==> src/rtl/masked_sbox_seq_ctrl.sv <==
// masked_sbox_seq_ctrl
// Sequencing wrapper around one non-pipelined masked S-box core (for example
// an HPC2 gadget network). It holds the input shares steady for the core and
// clock-enables the core only in cycles where fresh randomness is available.
// After LATENCY enabled cycles it registers the result shares and presents
// them with a valid/ready handshake.
// Optional build macro: SBOX_CTRL_FLUSH_EN. When it is defined, the held input
// shares are cleared at the edge that captures the result. This keeps stale
// shares away from the core between transactions.

module masked_sbox_seq_ctrl #(
  parameter int SECURITY_ORDER = 1,
  parameter int WIDTH          = 4,
  parameter int LATENCY        = 13,
  parameter int FRESH_WIDTH    = 17
) (
  input  logic                                  clk,
  input  logic                                  rst,
  input  logic                                  in_valid,
  output logic                                  in_ready,
  input  logic [(SECURITY_ORDER+1)*WIDTH-1:0]   in_shares,
  output logic                                  out_valid,
  input  logic                                  out_ready,
  output logic [(SECURITY_ORDER+1)*WIDTH-1:0]   out_shares,
  output logic [(SECURITY_ORDER+1)*WIDTH-1:0]   core_in,
  input  logic [(SECURITY_ORDER+1)*WIDTH-1:0]   core_out,
  output logic                                  core_en,
  output logic [FRESH_WIDTH-1:0]                core_rnd,
  input  logic [FRESH_WIDTH-1:0]                rnd_in,
  input  logic                                  rnd_valid,
  output logic                                  rnd_ready,
  output logic                                  synch
);

  localparam int SHARE_BITS = (SECURITY_ORDER + 1) * WIDTH;
  localparam int CNT_W      = (LATENCY < 1) ? 1 : $clog2(LATENCY + 1);
  localparam logic [CNT_W-1:0] CNT_LAST = CNT_W'((LATENCY < 1) ? 0 : LATENCY - 1);

  // A core that needs zero cycles has no meaning here, so refuse to build one.
  if (LATENCY < 1) begin : g_latency_check
    $error("masked_sbox_seq_ctrl: LATENCY must be at least 1");
  end

  typedef enum logic [1:0] {
    IDLE = 2'd0,
    RUN  = 2'd1,
    DONE = 2'd2
  } state_e;

  state_e                state_q, state_d;
  logic [CNT_W-1:0]      cnt_q, cnt_d;
  logic [SHARE_BITS-1:0] in_reg_q, in_reg_d;
  logic [SHARE_BITS-1:0] out_shares_q, out_shares_d;
  logic                  synch_q, synch_d;

  // Next-state logic for the FSM and the datapath, plus the handshake and core-enable outputs.
  always_comb begin
    state_d      = state_q;
    cnt_d        = cnt_q;
    in_reg_d     = in_reg_q;
    out_shares_d = out_shares_q;
    synch_d      = 1'b0;
    in_ready     = 1'b0;
    core_en      = 1'b0;

    case (state_q)
      IDLE: begin
        in_ready = 1'b1;
        if (in_valid) begin
          in_reg_d = in_shares;
          cnt_d    = '0;
          state_d  = RUN;
        end
      end

      RUN: begin
        // The core advances only when fresh randomness is present. A stall just freezes the count.
        core_en = rnd_valid;
        if (rnd_valid) begin
          if (cnt_q == CNT_LAST) begin
            out_shares_d = core_out;
            synch_d      = 1'b1;
            cnt_d        = '0;
            state_d      = DONE;
`ifdef SBOX_CTRL_FLUSH_EN
            in_reg_d     = '0;
`endif
          end else begin
            cnt_d = cnt_q + CNT_W'(1);
          end
        end
      end

      DONE: begin
        // The result is consumed here. A new input may be taken in the same edge.
        in_ready = out_ready;
        if (out_ready) begin
          if (in_valid) begin
            in_reg_d = in_shares;
            cnt_d    = '0;
            state_d  = RUN;
          end else begin
            state_d = IDLE;
          end
        end
      end

      default: begin
        state_d = IDLE;
      end
    endcase
  end

  // State and datapath registers, with synchronous reset that discards any partial result.
  always_ff @(posedge clk) begin
    if (rst) begin
      state_q      <= IDLE;
      cnt_q        <= '0;
      in_reg_q     <= '0;
      out_shares_q <= '0;
      synch_q      <= 1'b0;
    end else begin
      state_q      <= state_d;
      cnt_q        <= cnt_d;
      in_reg_q     <= in_reg_d;
      out_shares_q <= out_shares_d;
      synch_q      <= synch_d;
    end
  end

  assign out_valid  = (state_q == DONE);
  assign out_shares = out_shares_q;
  assign synch      = synch_q;
  assign core_in    = in_reg_q;
  assign core_rnd   = rnd_in & {FRESH_WIDTH{core_en}};
  assign rnd_ready  = core_en;

endmodule

==> config.mk <==
export PLATFORM = sky130hd
export DESIGN_NAME = masked_sbox_seq_ctrl
export DESIGN_NICKNAME = d
export VERILOG_FILES = /design/src/rtl/masked_sbox_seq_ctrl.sv
export SDC_FILE = /design/constraint.sdc
export NUM_CORES = 1
export LEC_CHECK = 0
export ABC_AREA = 1
export BUFFER_PORTS_ARGS = -buffer_cell sky130_fd_sc_hd__buf_2
export CORE_MARGIN = 5
export CORE_UTILIZATION = 41
export CTS_CLUSTER_DIAMETER = 30
export CTS_CLUSTER_SIZE = 24
export DETAILED_ROUTE_END_ITERATION = 10
export GPL_ROUTABILITY_DRIVEN = 0
export HOLD_SLACK_MARGIN = 0.08
export PLACE_DENSITY = 0.76
export SKIP_LAST_GASP = 1
export SLEW_MARGIN = 5
export SYNTH_ARGS = -nofsm -noshare
export SYNTH_HDL_FRONTEND = slang
export SYNTH_SLANG_ARGS = --single-unit
==> constraint.sdc <==
create_clock -name clk -period 1.6 [get_ports clk]
set_clock_uncertainty 0.15 [all_clocks]
set_input_delay 0.32 -clock clk [delete_from_list [all_inputs] [get_ports clk]]
set_output_delay 0.32 -clock clk [all_outputs]
set_load 0.01 [all_outputs]
* Word-level counts from Yosys, hierarchy flattened *
Index checks and enable logic that the tools add are counted.

cells by class
  $add $sub $neg = 1
  eq/ne operators = 7
  mux-type cells = 17
  bitwise gates (word level) = 3
  reduce and logical (&&, ||, !) cells = 8

operators with widths
  cell                                                                      number
  17-bit AND                                                                1
  4-bit 2-to-1 mux                                                          4
  8-bit 2-to-1 mux                                                          2
  8-bit one-hot mux with 2 select lines                                     1
  4-bit one-hot mux with 3 select lines                                     1
  2-bit 2-to-1 mux                                                          4
  2-bit inequality test (second input constant)                             3
  2-bit one-hot mux with 3 select lines                                     1
  3-bit AND reduction                                                       2
  4-bit by 1-bit adder with 4-bit output (second input constant)            1
  4-bit == test (second input constant)                                     1
  4-bit AND reduction                                                       1
  1-bit 2-to-1 mux                                                          3
  3-bit nonzero test                                                        1
  3-bit OR reduction                                                        1
  2-bit by 1-bit == test with 1-bit output (second input constant)          1
  2-bit == test (second input constant)                                     1
  2-bit logical NOT                                                         1
  2-bit by 1-bit inequality test with 1-bit output (second input constant)  1
  1-bit inverter                                                            2
  1-bit one-hot mux with 2 select lines                                     1
  2-bit AND reduction                                                       1
  2-bit nonzero test                                                        1

storage, ports and cells
  register bits = 23
  output and inout port bits = 38

* Logic depth before layout (Yosys ltp) *
  depth in word-level cells = 4
  depth in mapped cells = 9
  depth with buffers taken out = 9

* Worst setup path before layout *
OpenSTA, ideal clock, no wires.

  path type = reg2out
  start = register state_q[1]
  end = output rnd_ready
  arrival time = 1.064 ns
  path slack = 0.066 ns
  stages on the path, launching flop included = 7
  path buffers = 3
  path through = dfxtp_1 > inv_2 > nand3_2 > buf_6 > buf_2 > inv_1 > buf_4

between the ends
  cells in the longest elaborated chain, start to end = 2

RTL lines
  item                                      line  source
  from (decl)                               50    state_e state_q, state_d;
  from (signal assigned)                    123   state_q <= state_d;
  2-bit by 1-bit == test with 1-bit output  66    case (state_q)
  1-bit 2-to-1 mux                          66
  to (decl)                                 31    output logic rnd_ready,

No other way between the ends.

* Worst setup path after layout *
  start = register state_q[1]
  end = output core_rnd[13]

between the ends
  cells in the longest elaborated chain, start to end = 3

RTL lines
  item                                      line  source
  2-bit by 1-bit == test with 1-bit output  66
  1-bit 2-to-1 mux                          66
  17-bit AND                                135   assign core_rnd = rnd_in & {FRESH_WIDTH{core_en}};
  to (decl)                                 28    output logic [FRESH_WIDTH-1:0] core_rnd,

No other way between the ends.

==> qor.yml <==
clock_tree:
  clk_pin_slew_ps: 120
  clock_tree.buffer_depth: 2
  cts_root_buffer: "sky130_fd_sc_hd__clkbuf_4"
  cts_sinks: 23
  cts_tree: "built"
  clock_insertion_delay_worst_skew_ps: 300
  htree_num_levels: 1
  number_of_cts_inserted_buffers: 3
die:
  die_height_microns: 63.07
  die_width_microns: 63.07
  effective_utilization_at_floorplan_pct: 42.24
  dieArea_sq_mm: 0.003978
  core_area_sq_mm: 0.002734
  num_rows: 19
  io_pins: 76
detailed_routing:
  wl_per_cell_microns: 10.65
  drt_drc: 0
  vias: 1333
  detail_route.iter0.violations: 37
  drt_pass1_iterations: 4
  routed_wl_microns: 3153
  antenna_violating_nets_post_route: 0
  avgViaCountPerCell: 4.503
sta:
  period_share_pct: 104.4
  fin_crit_ps: 1671
  finalSetupViolations: 24
  hold_violations: 0
  tns_ps: -1077
  tightest_slew_ps: 244.5
  maxClockFrequency_ghz: 0.5985
  slew_headroom_pct: 83.68
  final_critical_path_setup_slack_ps: -70.88
  rsz0062_at_grt: "true"
  report.final.slew_viol_count: 0
yosys:
  synthesis.nets: 211
  syn_inst: 171
  synth_seq_cells: 23
  ys_warnings: 0
  synth_largest_type_area_fraction_pct: 39.87
  syn_area_per_cell_sq_um: 6.754
  yosys.cell_types.count: 20
  synth.area.top_cells: "sky130_fd_sc_hd__dfxtp_1 40%, sky130_fd_sc_hd__nor2_1 18%, sky130_fd_sc_hd__inv_1 8.8%, sky130_fd_sc_hd__o21ai_0 7.4%, sky130_fd_sc_hd__nand2_1 5.2%"
  yosysTopAreaCell: "sky130_fd_sc_hd__dfxtp_1"
  synth_area_sq_mm: 0.001155
  synth_seq_area_share_pct: 39.87
cells_and_area:
  final_layout_size_suffix_gt1_share_pct: 42.64
  n_antenna_cell: 0
  nets: 306
  postLayoutCellArea_sq_mm: 0.001819
  final_cells: 296
  num-fill-cells: 217
  synthesis_to_layout_area_growth_pct: 57.53
setup_path:
  critPathKind: "reg -> out"
  worst_ep_required_time_ps: 1130
  worst_setup_path_end_kind: "output pin"
  r2r_start: "state_q[1]$_SDFFE_PP0P_"
  worst_setup_path_start_kind: "flop"
  setup.worst_path.start: "state_q[1]$_SDFFE_PP0P_"
  crit_path_max_fanout: 9
  critPathArrivalTime_ps: 1200
grt:
  antenna_found_initial: 0
  grt_start_max_net_pins: 15
  grt_pass1_vias: 1311
  grt_first_pass_wirelength_microns: 5492
  gr-total-overflow: 0
  grtUsageTotal_pct: 16.16
power:
  cellPowerDensity_mw_per_mm2: 644.2
  p_leak_nw: 1.061
  vdd.ir_drop.worst_mv: 0.5776
  power_mw: 1.172
placement:
  post_dp_cell_area_sq_mm: 0.001572
  placedCellCount: 275
  detailedPlacementHpwl_microns: 2253
  buffer_ports.inserted: 75
min_path:
  critical_hold_path_startpoint: "core_out[1]"
  min_path_type: "in -> reg"
run:
  max_cap_violations: 0
status:
  run_status: "finished with violations"
  failed_checks: "negative setup slack"
per-stage QoR:
stage,setup slack [ps],hold WS [ps],utilization (%)
4_1_cts,-65.45,80.72,65.08
3_3_place_gp,147.8,339.2,57.48
3_5_place_dp,99.53,346.4,57.48
6_report,-70.88,81.09,66.54
5_1_grt,-168.3,81.12,66.54
2_1_floorplan,66.20,239.1,-
cell type report:
cell class / instances / area [sq um] / share of cell area [%]
clock buffer: 3 / 22.52 / 1.238
timing repair buffer: 95 / 598.1 / 32.87
inverter: 33 / 128.9 / 7.084
tap: 31 / 38.79 / 2.132
sequential: 23 / 465.4 / 25.58
clock inverter: 1 / 5.005 / 0.2751
multi-input combinational: 110 / 560.5 / 30.81
worst max-delay path: stages, from the launching register on:
cell and delay, ps:
sky130_fd_sc_hd__dfxtp_2 350, sky130_fd_sc_hd__inv_4 60, sky130_fd_sc_hd__nand3_4 110, sky130_fd_sc_hd__buf_8 160
sky130_fd_sc_hd__nor2_1 80, sky130_fd_sc_hd__buf_2 140
flip-flops by register name, summed over array words and instances (netlist names):
register,cells
state_q,2
cnt_q,4
core_in,8
synch,1
out_shares,8
synthesized netlist by cell type:
master and number:
sky130_fd_sc_hd__a21oi_1 2, sky130_fd_sc_hd__dfxtp_1 23, sky130_fd_sc_hd__nand2_8 1, sky130_fd_sc_hd__clkbuf_1 1, sky130_fd_sc_hd__nand2_1 16, sky130_fd_sc_hd__inv_1 27, sky130_fd_sc_hd__buf_6 1, sky130_fd_sc_hd__inv_2 5
sky130_fd_sc_hd__nand3_2 1, sky130_fd_sc_hd__nand2_2 1, sky130_fd_sc_hd__nand2_4 3, sky130_fd_sc_hd__buf_2 2, sky130_fd_sc_hd__ha_1 2, sky130_fd_sc_hd__nor2_1 56, sky130_fd_sc_hd__clkinv_1 1, sky130_fd_sc_hd__buf_4 1
sky130_fd_sc_hd__nor2_2 3, sky130_fd_sc_hd__nor2_4 3, sky130_fd_sc_hd__nand3_1 5, sky130_fd_sc_hd__o21ai_0 17
worst paths after layout:
| path | endpoint | slack, ps | depth (start not counted) |
|---|---|---|---|
| min | out_shares[1]$_SDFFE_PP0P_ | 80 | 3 |
| max reg2reg | out_shares[7]$_SDFFE_PP0P_ | -60 | 9 |
| max | core_rnd[13] | -70 | 5 |
| min reg2reg | core_in[1]$_SDFFE_PP0P_ | 380 | 2 |
routing by layer:
layer,wire length [microns],track usage [%]
met1,1264,18.64
met2,1432,28.08
met5,0,0
met4,13,3.979
met3,442,5.861
cells in the final DEF, fill, tap and decap left out, types with 2 or more instances in the layout:
cell                            synthesis  routed
sky130_fd_sc_hd__buf_4                  1       5
sky130_fd_sc_hd__o21ai_0               17      17
sky130_fd_sc_hd__nand3_1                5       4
sky130_fd_sc_hd__nor2_2                 3       7
sky130_fd_sc_hd__inv_2                  5       3
sky130_fd_sc_hd__inv_4                  0       2
sky130_fd_sc_hd__ha_1                   2       2
sky130_fd_sc_hd__buf_2                  2      75
sky130_fd_sc_hd__nand2_4                3       3
sky130_fd_sc_hd__buf_6                  1       2
sky130_fd_sc_hd__dlygate4sd3_1          0      10
sky130_fd_sc_hd__inv_1                 27      27
sky130_fd_sc_hd__nand2_1               16      16
sky130_fd_sc_hd__nor2_4                 3       3
sky130_fd_sc_hd__clkbuf_4               0       3
sky130_fd_sc_hd__dfxtp_1               23      21
sky130_fd_sc_hd__nor2_1                56      52
sky130_fd_sc_hd__a21oi_1                2       2
power by group:
part | internal [mW] | leakage, nW | switching (mW)
registers | 0.599 | 0.189 | 0.0170
logic | 0.147 | 0.854 | 0.156
clock network | 0.0931 | 0.0177 | 0.160
timing repair:
item	4_1_cts	5_1_grt
endpoints found under the hold margin	11	0
pin swaps	1	6
endpoints found under the setup margin	19	28
hold buffers	10	0
gates cloned	1	0
gates resized for setup	8	8
buffers inserted	4	2
kinds of logic after synthesis:
| group | after synthesis | synth area share (%) |
|---|---|---|
| DFF | 23 | 39.87 |
| AOI/OAI and AO/OA | 19 | 8.234 |
| and+or+nand+nor | 89 | 36.19 |
| buffers and inverters | 38 | 13.54 |
| adders and majority gates | 2 | 2.167 |
Power figures use the tool's default switching activity.
